==> src/rtl/base_arb_pkg.sv <==
// base_arb_pkg: shared arbiter state encodings.
package base_arb_pkg;
    typedef enum logic [1:0] {
        ARB  = 2'd0,
        OWN  = 2'd1,
        LOCK = 2'd2
    } state_t;
endpackage

==> src/rtl/base_wrr_arb_if.sv <==
// base_wrr_arb_if: request/grant handshake bundle between requesters and the arbiter.
interface base_wrr_arb_if #(
    parameter int ways = 4,
    parameter int wbits = 4
);
    logic [0:ways-1] i_v;
    logic [0:ways-1] i_h;
    logic [0:ways-1] i_r;
    logic [0:ways*wbits-1] i_wt;
    logic mode;
    logic o_r;
    logic o_v;
    logic [0:ways-1] o_s;
    logic o_h;
    modport slave (input i_v, i_h, i_wt, mode, o_r, output i_r, o_v, o_s, o_h);
    modport master (output i_v, i_h, i_wt, mode, o_r, input i_r, o_v, o_s, o_h);
endinterface

==> src/rtl/base_prienc_hp.sv <==
// base_prienc_hp: one-hot grant of the lowest-indexed set request bit.
module base_prienc_hp #(
    parameter int n = 2
) (
    input  logic [0:n-1] req,
    output logic [0:n-1] gnt
);
    always_comb begin
        logic found;
        found = 1'b0;
        gnt = '0;
        for (int k = 0; k < n; k++) begin
            gnt[k] = req[k] & ~found;
            found = found | req[k];
        end
    end
endmodule

==> src/rtl/base_vlat_en.sv <==
// base_vlat_en: enabled register with synchronous reset to a parameterised value.
module base_vlat_en #(
    parameter int w = 1,
    parameter logic [w-1:0] rv = '0
) (
    input  logic clk,
    input  logic reset,
    input  logic en,
    input  logic [w-1:0] d,
    output logic [w-1:0] q
);
    always_ff @(posedge clk) begin
        if (reset) q <= rv;
        else if (en) q <= d;
    end
endmodule

==> src/rtl/base_wrr_arb.sv <==
// base_wrr_arb: zero-latency weighted round-robin / fixed-priority arbiter
// with per-way burst credit and locked transactions.
module base_wrr_arb
    import base_arb_pkg::*;
#(
    parameter int ways = 4,
    parameter int wbits = 4
) (
    input logic clk,
    input logic reset,
    base_wrr_arb_if.slave bus
);
    state_t st, st_d;
    logic [1:0] st_q;
    logic [0:ways-1] mask, mask_d, rmask, owner, sel, gnt, nm;
    logic [0:2*ways-1] dreq, dgnt;
    logic [wbits-1:0] cnt, cnt_d, cur_cnt, wt, cload;
    logic own_v, arb_path, act;

    assign st = state_t'(st_q);
    assign own_v = |(owner & bus.i_v);
    assign arb_path = (st == ARB) || (st == OWN && !own_v);
    // mask is the thermometer form of ptr; fixed priority searches only the unmasked copy
    assign rmask = bus.mode ? '0 : mask;
    assign dreq = {bus.i_v & rmask, bus.i_v};

    base_prienc_hp #(.n(2*ways)) u_enc (.req(dreq), .gnt(dgnt));

    assign gnt = dgnt[0:ways-1] | dgnt[ways:2*ways-1];
    assign sel = reset ? '0 : arb_path ? gnt : own_v ? owner : '0;
    // a locked owner that drops valid presents o_v without a selected way, so no beat is taken
    assign act = bus.o_r & |sel;
    assign bus.o_v = !reset & |bus.i_v;
    assign bus.o_s = sel;
    assign bus.o_h = |(sel & bus.i_h);
    assign bus.i_r = sel & {ways{bus.o_r}};

    always_comb begin
        logic run;
        run = 1'b0;
        wt = '0;
        nm = '0;
        for (int k = 0; k < ways; k++) begin
            wt = wt | (sel[k] ? bus.i_wt[k*wbits +: wbits] : '0);
            nm[k] = run;
            run = run | sel[k];
        end
        if (sel[ways-1]) nm = '1;
    end

    assign cload = (wt == '0) ? '0 : wt - 1'b1;

    always_comb begin
        st_d = st;
        cnt_d = cnt;
        mask_d = mask;
        cur_cnt = arb_path ? cload : cnt;
        if (bus.o_h) begin
            st_d = LOCK;
            cnt_d = cur_cnt;
        end else if (cur_cnt != '0) begin
            st_d = OWN;
            cnt_d = cur_cnt - 1'b1;
        end else begin
            st_d = ARB;
            cnt_d = '0;
            mask_d = bus.mode ? mask : nm;
        end
    end

    base_vlat_en #(.w(2)) u_st (.clk(clk), .reset(reset), .en(act), .d(st_d), .q(st_q));
    base_vlat_en #(.w(ways), .rv('1)) u_ptr (.clk(clk), .reset(reset), .en(act), .d(mask_d), .q(mask));
    base_vlat_en #(.w(wbits)) u_cnt (.clk(clk), .reset(reset), .en(act), .d(cnt_d), .q(cnt));
    base_vlat_en #(.w(ways)) u_own (.clk(clk), .reset(reset), .en(act), .d(sel), .q(owner));
endmodule

==> src/flat_wrapper.sv <==
// flat-port wrapper written by rule: the top's interface ports become plain ports
module base_wrr_arb_flat import base_arb_pkg::*;
#(
    parameter int ways = 4,
    parameter int wbits = 4
)
  (clk, reset, bus_i_v, bus_i_h, bus_i_wt, bus_mode, bus_o_r, bus_i_r, bus_o_v, bus_o_s, bus_o_h);
  base_wrr_arb_if #(.ways(ways), .wbits(wbits)) bus_i ();
  input logic clk;
  input logic reset;
  input wire logic [$bits(bus_i.i_v)-1:0] bus_i_v;
  input wire logic [$bits(bus_i.i_h)-1:0] bus_i_h;
  input wire logic [$bits(bus_i.i_wt)-1:0] bus_i_wt;
  input wire logic [$bits(bus_i.mode)-1:0] bus_mode;
  input wire logic [$bits(bus_i.o_r)-1:0] bus_o_r;
  output wire logic [$bits(bus_i.i_r)-1:0] bus_i_r;
  output wire logic [$bits(bus_i.o_v)-1:0] bus_o_v;
  output wire logic [$bits(bus_i.o_s)-1:0] bus_o_s;
  output wire logic [$bits(bus_i.o_h)-1:0] bus_o_h;
  assign bus_i.i_v = bus_i_v;
  assign bus_i.i_h = bus_i_h;
  assign bus_i.i_wt = bus_i_wt;
  assign bus_i.mode = bus_mode;
  assign bus_i.o_r = bus_o_r;
  assign bus_i_r = bus_i.i_r;
  assign bus_o_v = bus_i.o_v;
  assign bus_o_s = bus_i.o_s;
  assign bus_o_h = bus_i.o_h;
  base_wrr_arb #(.ways(ways), .wbits(wbits)) u_core (.clk(clk), .reset(reset), .bus(bus_i));
endmodule
==> config.mk <==
export PLATFORM = sky130hd
export DESIGN_NAME = base_wrr_arb_flat
export DESIGN_NICKNAME = d
export VERILOG_FILES = /design/src/rtl/base_arb_pkg.sv /design/src/rtl/base_wrr_arb_if.sv /design/src/rtl/base_prienc_hp.sv /design/src/rtl/base_vlat_en.sv /design/src/rtl/base_wrr_arb.sv /design/src/flat_wrapper.sv
export SDC_FILE = /design/constraint.sdc
export NUM_CORES = 1
export LEC_CHECK = 0
export ABC_AREA = 1
export CAP_MARGIN = 10
export CORE_ASPECT_RATIO = 1.25
export CORE_MARGIN = 1.5
export CORE_UTILIZATION = 40
export CTS_BUF_LIST = sky130_fd_sc_hd__clkbuf_8
export DETAILED_ROUTE_END_ITERATION = 10
export GPL_ROUTABILITY_DRIVEN = 0
export HOLD_SLACK_MARGIN = 0.12
export PLACE_DENSITY = 0.79
export SLEW_MARGIN = 30
export SYNTH_ARGS = -nofsm -noshare
export SYNTH_HDL_FRONTEND = slang
export SYNTH_SLANG_ARGS = --single-unit
==> constraint.sdc <==
create_clock -name clk -period 2 [get_ports clk]
set_input_delay 0.2 -clock clk [delete_from_list [all_inputs] [get_ports clk]]
set_output_delay 0.2 -clock clk [all_outputs]
set_load 0.05 [all_outputs]
==> results.cfg, run 1 <==
[synthesis]
yosys_warnings = 0
synth_seq_area_share_pct = 21.3
syn-num-nets = 249
syn_area_um2 = 1320
synth_area_per_cell_um2 = 5.96
synth.distinct_cells = 23
synth_seq_cells = 14
synthCells = 221

[worst_setup_path]
cp_slowest_cell = dfxtp_1
cp_max_fo = 5
worst_setup_path_end_kind = register
path_class = register to register
arrival_ns = 2.53
critPathRequiredTime_ns = 2.13
path_cells = nand2_1 -> nand2_2 -> inv_1 -> nand2_2 -> nand2_2 -> nand2_4 -> nand2_2 -> nand2_2 -> inv_4 -> nand2_4 -> nor2_2 -> nor2_1 -> nand2_1 -> nor2_2 -> nand2_2 -> nand3_4 -> nand2_2 -> nor2_2 -> nand3_2 -> nand2_1 -> nand3_1
crit_path_frequent_cell = nand2_2
startpoint_type = register
critPathMaxStageDelay_ns = 0.34

[outcome]
status = finished, violations left
violations = setup timing

[grt]
grt_max_degree = 9
grt_pass1_vias = 1843
grt_first_pass_wirelength_um = 8140
antenna_found_initial = 0
gr-total-overflow = 0
grt_usage_pct = 30.7

[timing]
setup_ws_ns = -0.405
hold_viol_final = 0
period_share_pct = 120
setup_viol = 20
slew_headroom_pct = 75.9
fin_crit_ns = 2.41
tns_ns = -4.80
clock_skew_ns = 0.00254
worstMarginPinSlew_ns = 0.357
rsz0062_at_grt = true
final-max-slew-violation-count = 0
timing.fmax_mhz = 416

[clocking]
worstSkewPairLatency_ns = 0.24
cts_buffers = 3
clkTransAtPathRegs_ns = 0.06
cts_sinks = 14
tritoncts = built
htree_levels = 1
clockRootBuffer = clkbuf_8
clk_path_buf_depth = 2
holdBufCountCts = 0

[placement]
place.port_buffers = 37
dp.cells = 332
dp_hpwl_um = 3680
dp_slack_ns = -0.605
dpl_cell_area_um2 = 2140

[finish]
final_cell_mix = 49 x buf_4, 32 x nand2_1, 26 x nand3_2, 22 x clkdlybuf4s50_1, 20 x nand2_2
fillers = 153
antenna_cells = 0
layout_commonest_cell = buf_4
postLayoutCellArea_um2 = 2630
drive_gt1_share_pct = 55.7
fin_util_pct = 83.1
area_growth_pct = 99.8
nets = 345
layout.cells.non_filler = 353

[detailed_routing]
wirelength_um = 6720
num_vias = 2114
drt_first_pass_iters = 5
post_drt_wl_per_cell_um = 19.0
vias_per_cell = 5.99
drc = 0
antenna_left = 0
initialDrtViolationCount = 209

[pwr]
ir_drop_v = 0.000949
power_leakage_uw = 0.00127
power_density_nw_per_um2 = 1570

[floorplanning]
initial_utilization_pct = 41.6
die_w_um = 54.3
row_count = 23
io_pins = 38
core_um2 = 3170
fp.dieH_um = 67.1
dieArea_um2 = 3650

[job]
timing.max_cap.violations = 0

[worst_hold_path]
hold_path_class = register to register
[metrics by stage]
step / hold slack, ns / power [µW]
2_1_floorplan: 0.269 / 1920
3_3_place_gp: 0.443 / 2850
3_5_place_dp: 0.445 / 2890
4_1_cts: 0.454 / 3520
5_1_grt: 0.490 / 4390
6_report: 0.475 / 4140
[cell type report]
cell class / count / area [µm²] / area share, %
Sequential cell: 14 / 287 / 10.9
Multi-Input combinational cell: 176 / 1220 / 46.2
Timing Repair Buffer: 92 / 900 / 34.2
Clock buffer: 4 / 55.1 / 2.09
Tap cell: 37 / 46.3 / 1.76
Inverter: 30 / 126 / 4.80
[where the power goes]
part | total [µW] | internal [µW] | switching, µW
registers | 411 | 360 | 51.7
logic | 3450 | 1430 | 2030
clock network | 272 | 174 | 97.8
total | 4140 | 1960 | 2180
[cells in the mapped netlist]
master | instances | area (µm²)
a211oi_1 | 1 | 7.51
nand4_1 | 6 | 37.5
o21bai_1 | 1 | 7.51
nand2_1 | 46 | 173
inv_1 | 21 | 78.8
buf_4 | 1 | 7.51
a22o_1 | 1 | 8.76
nand2_4 | 3 | 33.8
o21ai_1 | 2 | 10.0
a21oi_2 | 1 | 8.76
nor3_4 | 1 | 16.3
nand3_1 | 41 | 205
dfxtp_1 | 14 | 280
nor2_4 | 2 | 22.5
inv_2 | 8 | 30.0
a32o_1 | 1 | 10.0
nor2_1 | 29 | 109
a21oi_1 | 8 | 40.0
nand3_2 | 8 | 80.1
nor2_2 | 7 | 43.8
nand2_2 | 10 | 62.6
o21ai_0 | 8 | 40.0
clkinv_1 | 1 | 3.75
[per-layer routing]
metal  part of all wire, %  up-vias  routed length [µm]  track usage (%)
li1                      -      927                   -                -
met2                    50      168                3340             57.1
met1                    36      973                2410             33.0
met5                     0        -                   0                0
met4                   5.3        0                 359             13.1
met3                   9.2       46                 621             4.65
[sequential cells by signal, indices dropped and copies added (netlist names)]
name / count
u_core.u_cnt.q: 4
u_core.u_own.q: 4
u_core.u_ptr.q: 4
u_core.u_st.q: 2
[worst max-delay path: cells and delay by family (launching register included)]
kind | cells | cell delay (ns)
buffers and inverters | 2 | 0.11
DFF | 1 | 0.34
and+or+nand+nor | 19 | 1.82
[what timing repair did]
action,in CTS,in global routing
setup endpoints to repair,21,20
buffers inserted,10,7
pin swaps,22,29
resized for setup,42,55
[worst paths after layout]
kind	from	end	slack [ns]	depth (start not counted)
hold / removal	u_core.u_cnt.q[2]	u_core.u_cnt.q[2]	0.47	2
hold reg to reg	u_core.u_cnt.q[2]	u_core.u_cnt.q[2]	0.47	2
setup / recovery	u_core.u_own.q[0]	u_core.u_ptr.q[1]	-0.41	21
setup reg to reg	u_core.u_own.q[0]	u_core.u_ptr.q[1]	-0.41	21
[kinds of logic after synthesis]
| kind of cell | synth area share, % |
|---|---|
| buf+inv | 9.13 |
| flops | 21.3 |
| simple gates | 59.5 |
| compound gates | 10.1 |
Note: power is estimated with default switching activity, not from simulation.
==> run 2: changes to the inputs <==
- SKIP_LAST_GASP: not set -> 1
==> run 2 against run 1 <==
Net effect: the run still ends with setup timing left; highest routed layer unchanged; global-route usage up 1.8 points; largest cell class unchanged; sequential share of layout area fell by 0.081 points; worst setup slack lost 0.30 ns; register-to-register slack worse by 0.30 ns; largest power group unchanged; non-clock buffer count unchanged; critical path type unchanged.
==> results.cfg, run 2 (synthesis gave the netlist of run 1 again) <==
[finish]
final_cell_mix = 46 x buf_4, 29 x nand2_1, 22 x nand2_2, 22 x nand3_2, 22 x clkdlybuf4s50_1
reg.largest.list = u_core.u_cnt.q: 4 flops, u_core.u_own.q: 4 flops, u_core.u_ptr.q: 4 flops
fin_util_pct = 84.1
nets = 345
area_growth_pct = 102
postLayoutCellArea_um2 = 2660
layout_commonest_cell = buf_4
regArea_um2 = 288
antenna_cells = 0
drive_gt1_share_pct = 56.3
fillers = 143
multi_input_area_um2 = 1230

[timing]
worstMarginPinSlew_ns = 0.349
tns_ns = -6.62
clock_skew_ns = 0.00187
hold_ws_ns = 0.461
period_share_pct = 135
rsz0062_at_grt = true
setup_ws_ns = -0.708
setup_viol = 19
hold_viol_final = 0
slew_headroom_pct = 76.7
fin_crit_ns = 2.71
final-max-slew-violation-count = 0
timing.fmax_mhz = 369

[outcome]
violations = setup timing
status = finished, violations left

[detailed_routing]
wirelength_um = 7230
vias_per_cell = 6.26
highest_layer = met4
initialDrtViolationCount = 231
drt_first_pass_iters = 5
dr_wl_met2_um = 3570
met3_length_um = 796
antenna_left = 0
num_vias = 2210
wl_met1_um = 2420
post_drt_wl_per_cell_um = 20.5
drc = 0

[placement]
place.port_buffers = 37
dp_hpwl_um = 3680
dpl_cell_area_um2 = 2140

[pwr]
ir_drop_v = 0.00116
power_density_nw_per_um2 = 1630
power_leakage_uw = 0.00127

[floorplanning]
core_um2 = 3170
die_w_um = 54.3
fp.dieH_um = 67.1
dieArea_um2 = 3650
initial_utilization_pct = 41.6
io_pins = 38
row_count = 23

[grt]
antenna_found_initial = 0
gr-total-overflow = 0
grt_max_degree = 9
grt_pass1_vias = 1913
grt_usage_pct = 32.5
grt_first_pass_wirelength_um = 8610

[worst_setup_path]
arrival_ns = 2.83
critPathRequiredTime_ns = 2.12
worst_setup_path_end_kind = register
cp_slowest_cell = dfxtp_1
crit_path_frequent_cell = nand2_1
path_cells = inv_1 -> nand2_1 -> nand3_1 -> nand2_1 -> inv_2 -> nand3_2 -> nand4_1 -> a21oi_1 -> nand2_1 -> nand2_2 -> inv_1 -> nor2_2 -> nand3_2 -> nand2_1 -> nand3_1
cp_max_fo = 5
path_class = register to register
startpoint_type = register
worst-path-buf-inv = 3
critical-path-top-delay-family = simple AND/OR/NAND/NOR gates
critPathMaxStageDelay_ns = 0.37

[clocking]
cts_sinks = 14
holdBufCountCts = 0
clockRootBuffer = clkbuf_8
tritoncts = built
cts_buffers = 3
worstSkewPairLatency_ns = 0.24
htree_levels = 1
clkTransAtPathRegs_ns = 0.06
clk_path_buf_depth = 2

[job]
timing.max_cap.violations = 0

[worst_hold_path]
hold_path_class = register to register
-- run 2: cell counts in the layout (fill, tap and decap cells not counted) --
Identical to the previous run, type by type.
-- run 2: final cells by class --
type	instances	share of cell area, %
Tap cell	37	1.74
Multi-Input combinational cell	176	46.4
Sequential cell	14	10.8
Timing Repair Buffer	92	34.2
Inverter	30	4.75
Clock buffer	4	2.07
-- run 2: layer usage --
metal,up-vias,global-route usage (%)
met5,-,0
met4,0,19.4
met3,61,8.19
met2,247,55.1
met1,986,35.5
li1,916,-
-- run 2: worst reg2reg max path, stage by stage, from the launching register on --
cell	delay, ns
dfxtp_1	0.37
inv_1	0.08
nand2_1	0.22
nand3_1	0.15
nand2_1	0.13
inv_2	0.11
nand3_2	0.11
nand4_1	0.18
a21oi_1	0.31
nand2_1	0.15
nand2_2	0.18
inv_1	0.10
nor2_2	0.14
nand3_2	0.14
nand2_1	0.12
nand3_1	0.08
-- run 2: power by group --
group / switching, µW / leakage (µW) / internal, µW
clock network: 97.4 / 0.0000288 / 174
logic: 2170 / 0.00113 / 1470
registers: 56.0 / 0.000115 / 361
-- run 2: through the flow --
stage | instances | power, µW | setup slack [ns]
floorplan | 221 | 1920 | -0.265
global placement | 332 | 2850 | -0.567
global route | 353 | 4540 | -0.909
detailed placement | 332 | 2890 | -0.605
finish | 353 | 4330 | -0.708
CTS | 346 | 3510 | -0.178
-- run 2: path summary, 6_finish.rpt --
check / start / endpoint / slack, ns / depth (start not counted)
worst max-delay path: u_core.u_st.q[1] / u_core.u_ptr.q[3] / -0.71 / 15
worst min-delay path: u_core.u_cnt.q[2] / u_core.u_cnt.q[2] / 0.46 / 2
worst max register to register: u_core.u_st.q[1] / u_core.u_ptr.q[3] / -0.71 / 15
worst min register to register: u_core.u_cnt.q[2] / u_core.u_cnt.q[2] / 0.46 / 2
-- run 2: repair_timing --
item	in CTS	in global routing
gates resized for setup	40	66
setup buffers	10	7
setup endpoints to repair	21	20
pin swaps	22	40
